[config.mk]
export PLATFORM = sky130hd
export DESIGN_NAME = frame_sequencer_flat
export DESIGN_NICKNAME = d
export VERILOG_FILES = /design/src/rtl/frame_sequencer_if.sv /design/src/rtl/frame_sequencer.sv /design/src/flat_wrapper.sv
export SDC_FILE = /design/constraint.sdc
export NUM_CORES = 1
export LEC_CHECK = 0
export CORE_MARGIN = 8
export CORE_UTILIZATION = 46
export DETAILED_ROUTE_END_ITERATION = 8
export PLACE_DENSITY = 0.79
export SLEW_MARGIN = 10
export SYNTH_ARGS = -nofsm -noshare
export SYNTH_HDL_FRONTEND = slang
export SYNTH_SLANG_ARGS = --single-unit
[constraint.sdc]
create_clock -name clock -period 2.36 [get_ports clock]
set_clock_uncertainty 0.05 [all_clocks]
set_input_delay 0.472 -clock clock [delete_from_list [all_inputs] [get_ports clock]]
set_output_delay 0.472 -clock clock [all_outputs]
set_load 0.02 [all_outputs]
[src/rtl/frame_sequencer_if.sv]
// Handshake and display-memory bundle between the frame sequencer and the game blocks.
// The master side is the sequencer. The slave side is the player/object blocks plus the frame timer.
interface frame_sequencer_if #(
    parameter int ADDR_W = 6,
    parameter int DATA_W = 8
);
    logic              frame_tick;
    logic              go_plyr;
    logic              plyr_we;
    logic [ADDR_W-1:0] plyr_addr;
    logic [DATA_W-1:0] plyr_data;
    logic              done_plyr;
    logic              go_obj;
    logic              obj_we;
    logic [ADDR_W-1:0] obj_addr;
    logic [DATA_W-1:0] obj_data;
    logic              done_obj;
    logic              mem_we;
    logic [ADDR_W-1:0] mem_addr;
    logic [DATA_W-1:0] mem_data;
    logic              busy;
    logic              overrun;
    logic              timeout_err;

    modport master (
        input  frame_tick,
        input  plyr_we, plyr_addr, plyr_data, done_plyr,
        input  obj_we, obj_addr, obj_data, done_obj,
        output go_plyr, go_obj,
        output mem_we, mem_addr, mem_data,
        output busy, overrun, timeout_err
    );

    modport slave (
        output frame_tick,
        output plyr_we, plyr_addr, plyr_data, done_plyr,
        output obj_we, obj_addr, obj_data, done_obj,
        input  go_plyr, go_obj,
        input  mem_we, mem_addr, mem_data,
        input  busy, overrun, timeout_err
    );
endinterface

[src/rtl/frame_sequencer.sv]
// Per-frame scheduler for the 8x8 LED catch game.
// Each frame optionally clears display memory, then hands the single write port
// to player control and then to the falling-object block, one owner at a time.
//
//  state      | meaning
//  -----------+--------------------------------------------------------------
//  S_IDLE     | waiting for frame_tick or a pending tick
//  S_CLEAR    | writing 0 to every cell, ascending, one cell per cycle
//  S_PLYR_GO  | go_plyr pulse; player writes are not yet accepted
//  S_PLYR     | player owns the write port until done_plyr or timeout
//  S_OBJ_GO   | go_obj pulse; object writes are not yet accepted
//  S_OBJ      | object block owns the write port until done_obj or timeout
module frame_sequencer #(
    parameter int ADDR_W   = 6,
    parameter int DATA_W   = 8,
    parameter int TIMEOUT  = 255,
    parameter bit CLEAR_EN = 1'b1
) (
    input logic               clock,
    input logic               reset,
    frame_sequencer_if.master bus
);

    typedef enum logic [2:0] {
        S_IDLE,
        S_CLEAR,
        S_PLYR_GO,
        S_PLYR,
        S_OBJ_GO,
        S_OBJ
    } state_t;

    state_t            state;
    logic              pending;
    logic [ADDR_W-1:0] clr_cnt;
    logic [7:0]        ph_cnt;
    logic              ph_last;

    // The cycle in which a phase gives up waiting for done.
    assign ph_last = (ph_cnt == 8'(TIMEOUT - 1));

    // Sequencer FSM, write-port mux, tick bookkeeping and sticky flags.
    always_ff @(posedge clock or negedge reset) begin
        if (!reset) begin
            state           <= S_IDLE;
            pending         <= 1'b0;
            clr_cnt         <= '0;
            ph_cnt          <= '0;
            bus.go_plyr     <= 1'b0;
            bus.go_obj      <= 1'b0;
            bus.mem_we      <= 1'b0;
            bus.mem_addr    <= '0;
            bus.mem_data    <= '0;
            bus.busy        <= 1'b0;
            bus.overrun     <= 1'b0;
            bus.timeout_err <= 1'b0;
        end else begin
            bus.go_plyr  <= 1'b0;
            bus.go_obj   <= 1'b0;
            bus.mem_we   <= 1'b0;
            bus.mem_addr <= '0;
            bus.mem_data <= '0;

            // At most one tick is remembered while a frame is running.
            if (state != S_IDLE && bus.frame_tick) begin
                if (pending)
                    bus.overrun <= 1'b1;
                else
                    pending <= 1'b1;
            end

            case (state)
                S_IDLE: begin
                    if (bus.frame_tick || pending) begin
                        if (bus.frame_tick && pending)
                            bus.overrun <= 1'b1;
                        pending  <= 1'b0;
                        bus.busy <= 1'b1;
                        if (CLEAR_EN) begin
                            // Issue cell 0 straight away so CLEAR shows one cell per cycle.
                            state      <= S_CLEAR;
                            bus.mem_we <= 1'b1;
                            clr_cnt    <= clr_cnt + 1'b1;
                        end else begin
                            state       <= S_PLYR_GO;
                            bus.go_plyr <= 1'b1;
                        end
                    end
                end

                S_CLEAR: begin
                    // clr_cnt has wrapped to 0 once the last cell went out.
                    if (clr_cnt == '0) begin
                        state       <= S_PLYR_GO;
                        bus.go_plyr <= 1'b1;
                    end else begin
                        bus.mem_we   <= 1'b1;
                        bus.mem_addr <= clr_cnt;
                        clr_cnt      <= clr_cnt + 1'b1;
                    end
                end

                S_PLYR_GO: begin
                    state  <= S_PLYR;
                    ph_cnt <= '0;
                end

                S_PLYR: begin
                    ph_cnt <= ph_cnt + 8'd1;
                    if (bus.plyr_we && (bus.done_plyr || !ph_last)) begin
                        bus.mem_we   <= 1'b1;
                        bus.mem_addr <= bus.plyr_addr;
                        bus.mem_data <= bus.plyr_data;
                    end
                    if (bus.done_plyr || ph_last) begin
                        state      <= S_OBJ_GO;
                        bus.go_obj <= 1'b1;
                        if (!bus.done_plyr)
                            bus.timeout_err <= 1'b1;
                    end
                end

                S_OBJ_GO: begin
                    state  <= S_OBJ;
                    ph_cnt <= '0;
                end

                S_OBJ: begin
                    ph_cnt <= ph_cnt + 8'd1;
                    if (bus.obj_we && (bus.done_obj || !ph_last)) begin
                        bus.mem_we   <= 1'b1;
                        bus.mem_addr <= bus.obj_addr;
                        bus.mem_data <= bus.obj_data;
                    end
                    if (bus.done_obj || ph_last) begin
                        state    <= S_IDLE;
                        bus.busy <= 1'b0;
                        if (!bus.done_obj)
                            bus.timeout_err <= 1'b1;
                    end
                end

                default: begin
                    state    <= S_IDLE;
                    bus.busy <= 1'b0;
                end
            endcase
        end
    end

endmodule
[src/flat_wrapper.sv]
// flat-port wrapper written by rule: the top's interface ports become plain ports
module frame_sequencer_flat 
#(
    parameter int ADDR_W   = 6,
    parameter int DATA_W   = 8,
    parameter int TIMEOUT  = 255,
    parameter bit CLEAR_EN = 1'b1
)
  (clock, reset, bus_frame_tick, bus_plyr_we, bus_plyr_addr, bus_plyr_data, bus_done_plyr, bus_obj_we, bus_obj_addr, bus_obj_data, bus_done_obj, bus_go_plyr, bus_go_obj, bus_mem_we, bus_mem_addr, bus_mem_data, bus_busy, bus_overrun, bus_timeout_err);
  frame_sequencer_if #(.ADDR_W(ADDR_W), .DATA_W(DATA_W)) bus_i ();
  input logic clock;
  input logic reset;
  input wire logic [$bits(bus_i.frame_tick)-1:0] bus_frame_tick;
  input wire logic [$bits(bus_i.plyr_we)-1:0] bus_plyr_we;
  input wire logic [$bits(bus_i.plyr_addr)-1:0] bus_plyr_addr;
  input wire logic [$bits(bus_i.plyr_data)-1:0] bus_plyr_data;
  input wire logic [$bits(bus_i.done_plyr)-1:0] bus_done_plyr;
  input wire logic [$bits(bus_i.obj_we)-1:0] bus_obj_we;
  input wire logic [$bits(bus_i.obj_addr)-1:0] bus_obj_addr;
  input wire logic [$bits(bus_i.obj_data)-1:0] bus_obj_data;
  input wire logic [$bits(bus_i.done_obj)-1:0] bus_done_obj;
  output wire logic [$bits(bus_i.go_plyr)-1:0] bus_go_plyr;
  output wire logic [$bits(bus_i.go_obj)-1:0] bus_go_obj;
  output wire logic [$bits(bus_i.mem_we)-1:0] bus_mem_we;
  output wire logic [$bits(bus_i.mem_addr)-1:0] bus_mem_addr;
  output wire logic [$bits(bus_i.mem_data)-1:0] bus_mem_data;
  output wire logic [$bits(bus_i.busy)-1:0] bus_busy;
  output wire logic [$bits(bus_i.overrun)-1:0] bus_overrun;
  output wire logic [$bits(bus_i.timeout_err)-1:0] bus_timeout_err;
  assign bus_i.frame_tick = bus_frame_tick;
  assign bus_i.plyr_we = bus_plyr_we;
  assign bus_i.plyr_addr = bus_plyr_addr;
  assign bus_i.plyr_data = bus_plyr_data;
  assign bus_i.done_plyr = bus_done_plyr;
  assign bus_i.obj_we = bus_obj_we;
  assign bus_i.obj_addr = bus_obj_addr;
  assign bus_i.obj_data = bus_obj_data;
  assign bus_i.done_obj = bus_done_obj;
  assign bus_go_plyr = bus_i.go_plyr;
  assign bus_go_obj = bus_i.go_obj;
  assign bus_mem_we = bus_i.mem_we;
  assign bus_mem_addr = bus_i.mem_addr;
  assign bus_mem_data = bus_i.mem_data;
  assign bus_busy = bus_i.busy;
  assign bus_overrun = bus_i.overrun;
  assign bus_timeout_err = bus_i.timeout_err;
  frame_sequencer #(.ADDR_W(ADDR_W), .DATA_W(DATA_W), .TIMEOUT(TIMEOUT), .CLEAR_EN(CLEAR_EN)) u_core (.clock(clock), .reset(reset), .bus(bus_i));
endmodule
Word level (Yosys, flattened, before mapping)
Index checks and enable logic that the tools add are counted.

word-level totals
  logic and storage cells = 92
  input port bits = 35
  register bits after elaboration = 38

cells by class
  bitwise logic cells = 1
  reductions and logical operators = 23
  add/subtract/negate cells = 2
  equality and inequality tests = 13
  multiplexer cells = 41

operators with widths
  kind                                                                      count
  8-bit one-hot mux with 2 select lines                                     2
  6-bit two-way mux                                                         5
  1-bit two-way mux                                                         22
  3-bit one-hot mux with 6 select lines                                     1
  6-bit one-hot mux with 3 select lines                                     1
  8-bit two-way mux                                                         2
  3-bit two-way mux                                                         4
  6-bit one-hot mux with 2 select lines                                     1
  8-bit by 1-bit adder with 8-bit output (second input constant)            1
  8-bit equality test (second input constant)                               1
  2-bit by 1-bit inequality test with 1-bit output (second input constant)  4
  6-bit by 1-bit adder with 6-bit output (second input constant)            1
  3-bit by 2-bit equality test with 1-bit output (second input constant)    2
  3-bit equality test (second input constant)                               2
  6-bit logical NOT                                                         1
  2-bit inequality test (second input constant)                             3
  3-bit AND reduction                                                       2
  2-bit nonzero test                                                        3
  1-bit logical OR                                                          5
  5-bit AND reduction                                                       1
  1-bit logical AND                                                         4
  1-bit one-hot mux with 4 select lines                                     1
  4-bit AND reduction                                                       1
  2-bit OR reduction                                                        2
  other kinds (8)                                                           8

Logic depth before layout (Yosys ltp)
  depth after elaboration = 6
  depth in mapped cells = 7
  gate-level depth less buffers = 6

Least setup slack after synthesis
OpenSTA, ideal clock, no wires.

  path type = flip-flop to flip-flop
  start = register u_core.ph_cnt[0]
  end = register u_core.bus.mem_addr[1]
  arrival time = 1.452 ns
  period minus slack after synthesis = 1.628 ns
  library setup time = 0.126 ns
  stages on the path, launching flop included = 7
  setup slack = 0.732 ns
  data required time = 2.184 ns
  cells stage by stage = dfrtp_1 inv_1 ha_1 nand4_2 o31a_1 and2_1 a221o_1

on the way
  word-level cells in the longest chain between the ends = 6
  elaborated cells between the ends (all ways) = 9
  those cells by class = eq/ne: 1; mux: 3; reduce/logical: 5

ends and longest elaborated chain
  item                                         line                                            RTL
  start, declared                              frame_sequencer.sv:36                           logic [7:0] ph_cnt;
  start signal, assigned                       frame_sequencer.sv:109                          ph_cnt <= ph_cnt + 8'd1;
  start signal, assigned                       frame_sequencer.sv:129                          ph_cnt <= ph_cnt + 8'd1;
  8-bit equality test *                        frame_sequencer.sv:40                           assign ph_last = (ph_cnt == 8'(TIMEOUT - 1));
  1-bit logical NOT *                          frame_sequencer.sv:110, frame_sequencer.sv:130
  1-bit logical OR, on equally long branches   frame_sequencer.sv:130, frame_sequencer.sv:110
  1-bit logical AND, on equally long branches  frame_sequencer.sv:130, frame_sequencer.sv:110
  6-bit two-way mux, on equally long branches  frame_sequencer.sv:130, frame_sequencer.sv:110
  6-bit one-hot mux with 3 select lines *      frame_sequencer.sv:72                           case (state)
  end signal, assigned                         frame_sequencer.sv:98                           bus.mem_addr <= clr_cnt;
  end signal, assigned                         frame_sequencer.sv:112                          bus.mem_addr <= bus.plyr_addr;
  end signal, assigned                         frame_sequencer.sv:132                          bus.mem_addr <= bus.obj_addr;
  end, declared                                frame_sequencer_if.sv:30                        output mem_we, mem_addr, mem_data,

Mark *: on every way between the ends. The rest lies on a longest branch, timed or not.
A chain may end at the register's enable or synchronous reset.

Worst setup path in the final report
  start = register u_core.state[2]
  end = register u_core.ph_cnt[3]

on the way
  word-level cells in the longest chain between the ends = 3
  elaborated cells between the ends (all ways) = 8
  those cells by class = eq/ne: 4; mux: 1; reduce/logical: 3

ends and longest elaborated chain
  item                                                                                   line                   RTL
  start, declared                                                                        frame_sequencer.sv:33  state_t state;
  start signal, assigned                                                                 frame_sequencer.sv:45  state <= S_IDLE;
  start signal, assigned                                                                 frame_sequencer.sv:81  state <= S_CLEAR;
  start signal, assigned                                                                 frame_sequencer.sv:85  state <= S_PLYR_GO;
  3-bit by 2-bit equality test with 1-bit output or 3-bit equality test (tied branches)  frame_sequencer.sv:72
  2-bit OR reduction (no line)                                                           -
  8-bit one-hot mux with 2 select lines or 2-bit nonzero test (tied branches)            -

Parallel ways exist; a longest one is shown, timed or not.

==> flow_metrics.py <==
metrics = {
    "setup_path": {
        "start_kind": "register",
        "arrival_ns": 2.10,
        "crit_family": "XOR/XNOR gates",
        "required_ns": 2.48,
        "rr_startpoint": "u_core.state[2]",
        "crit_fanout": 13,
        "criticalPathCategory": "reg -> reg",
        "worstSetupEndpointType": "register",
        "r2r_setup_slack_ns": 0.38,
        "path_cells": "xnor2_1 > nor3_1 > a21o_1 > a22o_1",
        "worstReg2RegEnd": "u_core.ph_cnt[3]",
        "max_stage_delay_ns": 0.80,
        "crit_buf_inv": 0,
        "crit_path_top_delay_cell": "xnor2_1",
        "ff2ff_path_depth": 4,
    },
    "drt": {
        "wl_met2_um": 2480,
        "topRoutingLayerUsed": "met4",
        "drt_iter0_drc": 73,
        "vias": 1501,
        "via_per_inst": 5.62,
        "post_drt_wl_per_cell_um": 17.0,
        "routed_wl_um": 4530,
        "wl_met3_um": 215,
        "drt.antenna.violating_nets": 0,
        "drt-pass1-iter-count": 5,
        "wl_met1_um": 1710,
        "drc": 0,
    },
    "grt": {
        "grt_usage": 0.148,
        "grt-ovfl-total": 0,
        "grt_max_degree": 39,
        "antenna_found_initial": 0,
        "grt_pass1_wl_um": 7360,
        "grt_pass1_vias": 1552,
    },
    "finish": {
        "syn2layout_area_growth_pct": 34.7,
        "fillCellCount": 301,
        "post-route-cell-area_mm2": 0.00244,
        "drive_gt1_frac": 0.0959,
        "multiInputGateArea_um2": 781,
        "nets": 258,
        "seq_area_um2": 951,
        "diodes": 0,
    },
    "logic_synthesis": {
        "ys_ff_latch": 38,
        "synthMostInstantiatedCell": "dfrtp_1",
        "synth_top_flop_cell": "dfrtp_1",
        "synth_area_per_cell_um2": 11.0,
        "syn_nets": 203,
        "synth_common_cells": "dfrtp_1 (38), nand2_1 (17), a22o_1 (9), o21ai_0 (8), nor2_1 (7)",
        "synth_cells": 164,
        "syn_area_mm2": 0.00181,
        "synth_area_leaders": "dfrtp_1 (53%), a22o_1 (4.4%), nand2_1 (3.5%)",
        "synthArstFlopShare": 1.00,
        "synthDistinctLibCells": 50,
        "synth_top_cell_area_share": 0.526,
        "yosysTopAreaCell": "dfrtp_1",
        "synth_edf_count": 0,
        "ys_seq_area_frac": 0.526,
        "yosysWarnings": 0,
    },
    "hold_path": {
        "hold_path_class": "in -> async",
    },
    "floorplanning": {
        "die_w_um": 78.7,
        "dieArea_mm2": 0.00619,
        "row_count": 22,
        "io_pins": 55,
        "die_h_um": 78.7,
        "design.core.area_mm2": 0.00372,
        "initial_core_util": 0.487,
    },
    "placed_design": {
        "gp_congestion": 0.826,
        "port_buffers": 54,
        "dp_hpwl_um": 3540,
        "dpl-instance-area_mm2": 0.00236,
    },
    "cts": {
        "cts_tree": "yes",
        "post_cts_resized": 0,
        "cts.clk_slew.worst_paths_ns": 0.07,
        "cts_max_level": 2,
        "cts_buffers": 5,
        "clockBufferDepth": 2,
        "cts_num_sinks": 38,
        "cts_setup_buffers": 0,
        "holdBufCountCts": 0,
        "clk-insertion-delay-late_ns": 0.28,
        "cts-root-buf": "clkbuf_8",
    },
    "timing": {
        "rsz0062_at_grt": "no",
        "worst_slew_pin_slew_ns": 0.922,
        "post-route-period-util": 0.837,
        "hold_viol_final": 0,
        "period_needed_ns": 1.98,
        "finalSetupTns_ns": 0,
        "maxSlewViolCount": 0,
        "max_freq_mhz": 506,
        "setup-violations-final": 0,
        "relSlewSlack": 0.381,
    },
    "power_and_ir_drop": {
        "power.density_mw_per_mm2": 1090,
        "power_switching_mw": 1.03,
        "netSwitchingFraction": 0.388,
        "internal-power_mw": 1.62,
        "seq_power_share": 0.397,
        "clkPwrFrac": 0.154,
        "leakage_nw": 1.04,
        "ir_drop_mv": 0.734,
        "combPwrFrac": 0.448,
    },
    "outcome": {
        "outcome": "complete, no violations",
    },
    "flow_run": {
        "drv_cap": 0,
    },
}
[state kept, by name (all words and copies together), names as in the netlist]
signal,count
u_core.bus.mem_data,8
u_core.ph_cnt,8
u_core.bus.mem_addr,6
u_core.clr_cnt,6
u_core.state,3
u_core.bus.busy,1
u_core.bus.go_obj,1
u_core.bus.go_plyr,1
u_core.bus.mem_we,1
u_core.bus.overrun,1
u_core.bus.timeout_err,1
u_core.pending,1
[routing by layer]
metal  global-route usage  vias to the layer above
li1                     -                      706
met1                0.153                      727
met2                0.273                       56
met3               0.0394                       12
met4               0.0648                        0
met5                    0                        -
[worst reg2reg max path, stage by stage (launching register included)]
cell	delay [ns]
dfrtp_1	0.50
xnor2_1	0.80
nor3_1	0.15
a21o_1	0.20
a22o_1	0.17
[cells by family (layout without fill, tap and decap cells)]
kind of cell	after synthesis	in the layout	synth area share
AND/OR/NAND/NOR	55	55	0.173
AO/OA/AOI/OAI	47	47	0.193
flip-flops	38	38	0.526
buffers and inverters	13	68	0.0422
XOR/XNOR	5	5	0.0242
adder cells (fa/ha/maj)	4	4	0.0277
multiplexers	2	2	0.0138
[power groups by stage]
stage                     Sequential, mW  Clock (mW)  Combinational, mW
after floorplan                     1.09           0              0.778
after global placement              1.05           0               1.14
after detailed placement            1.06           0               1.19
after CTS                           1.05       0.421               1.20
after global routing                1.08       0.442               1.30
final                               1.05       0.409               1.19
[how the worst max path moves through the flow]
stage	start	endpoint	cells past startpoint
floorplan	u_core.ph_cnt[0]	u_core.bus.mem_addr[1]	6
global placement	bus_done_obj	u_core.bus.mem_addr[1]	4
detailed placement	bus_done_obj	u_core.bus.mem_addr[0]	4
CTS	u_core.state[2]	u_core.ph_cnt[3]	4
global route	u_core.state[2]	u_core.ph_cnt[3]	4
finish	u_core.state[2]	u_core.ph_cnt[3]	4
[through the flow]
step | power [mW] | utilization | setup slack, ns | instances | hold slack (ns)
floorplan | 1.87 | - | 0.732 | 164 | 0.126
global placement | 2.19 | 0.634 | 0.301 | 260 | 0.390
detailed placement | 2.25 | 0.634 | 0.263 | 260 | 0.401
CTS | 2.67 | 0.656 | 0.387 | 267 | 0.257
global route | 2.83 | 0.656 | 0.247 | 267 | 0.302
finish | 2.65 | 0.656 | 0.384 | 267 | 0.230
[cells in the final DEF, fill, tap and decap left out, drive strengths merged, types with 2 or more instances in the layout]
cell | synthesis | final
nor3 | 5 | 5
a22oi | 4 | 4
clkinv | 0 | 2
clkdlybuf4s50 | 0 | 53
a221o | 2 | 2
o31ai | 3 | 3
buf | 5 | 2
xnor2 | 5 | 5
ha | 4 | 4
nor2 | 8 | 8
a21o | 2 | 2
nand2 | 17 | 17
a21oi | 6 | 6
clkbuf | 2 | 5
nand2b | 5 | 5
a22o | 9 | 9
o21ai | 8 | 8
nand4 | 4 | 4
nand3 | 2 | 2
and2 | 3 | 3
o31a | 2 | 2
dfrtp | 38 | 38
o2bb2ai | 2 | 2
and4b | 2 | 2
and3 | 3 | 3
inv | 6 | 6
[final cells by class]
type                       instances  share of cell area
clock buffer                       5              0.0282
clock inverter                     2             0.00411
inverter                           6             0.00924
sequential                        38               0.390
timing repair buffer              55               0.223
tap                               48              0.0247
multi-input combinational        113               0.320
(Power assumes the default switching activity.)
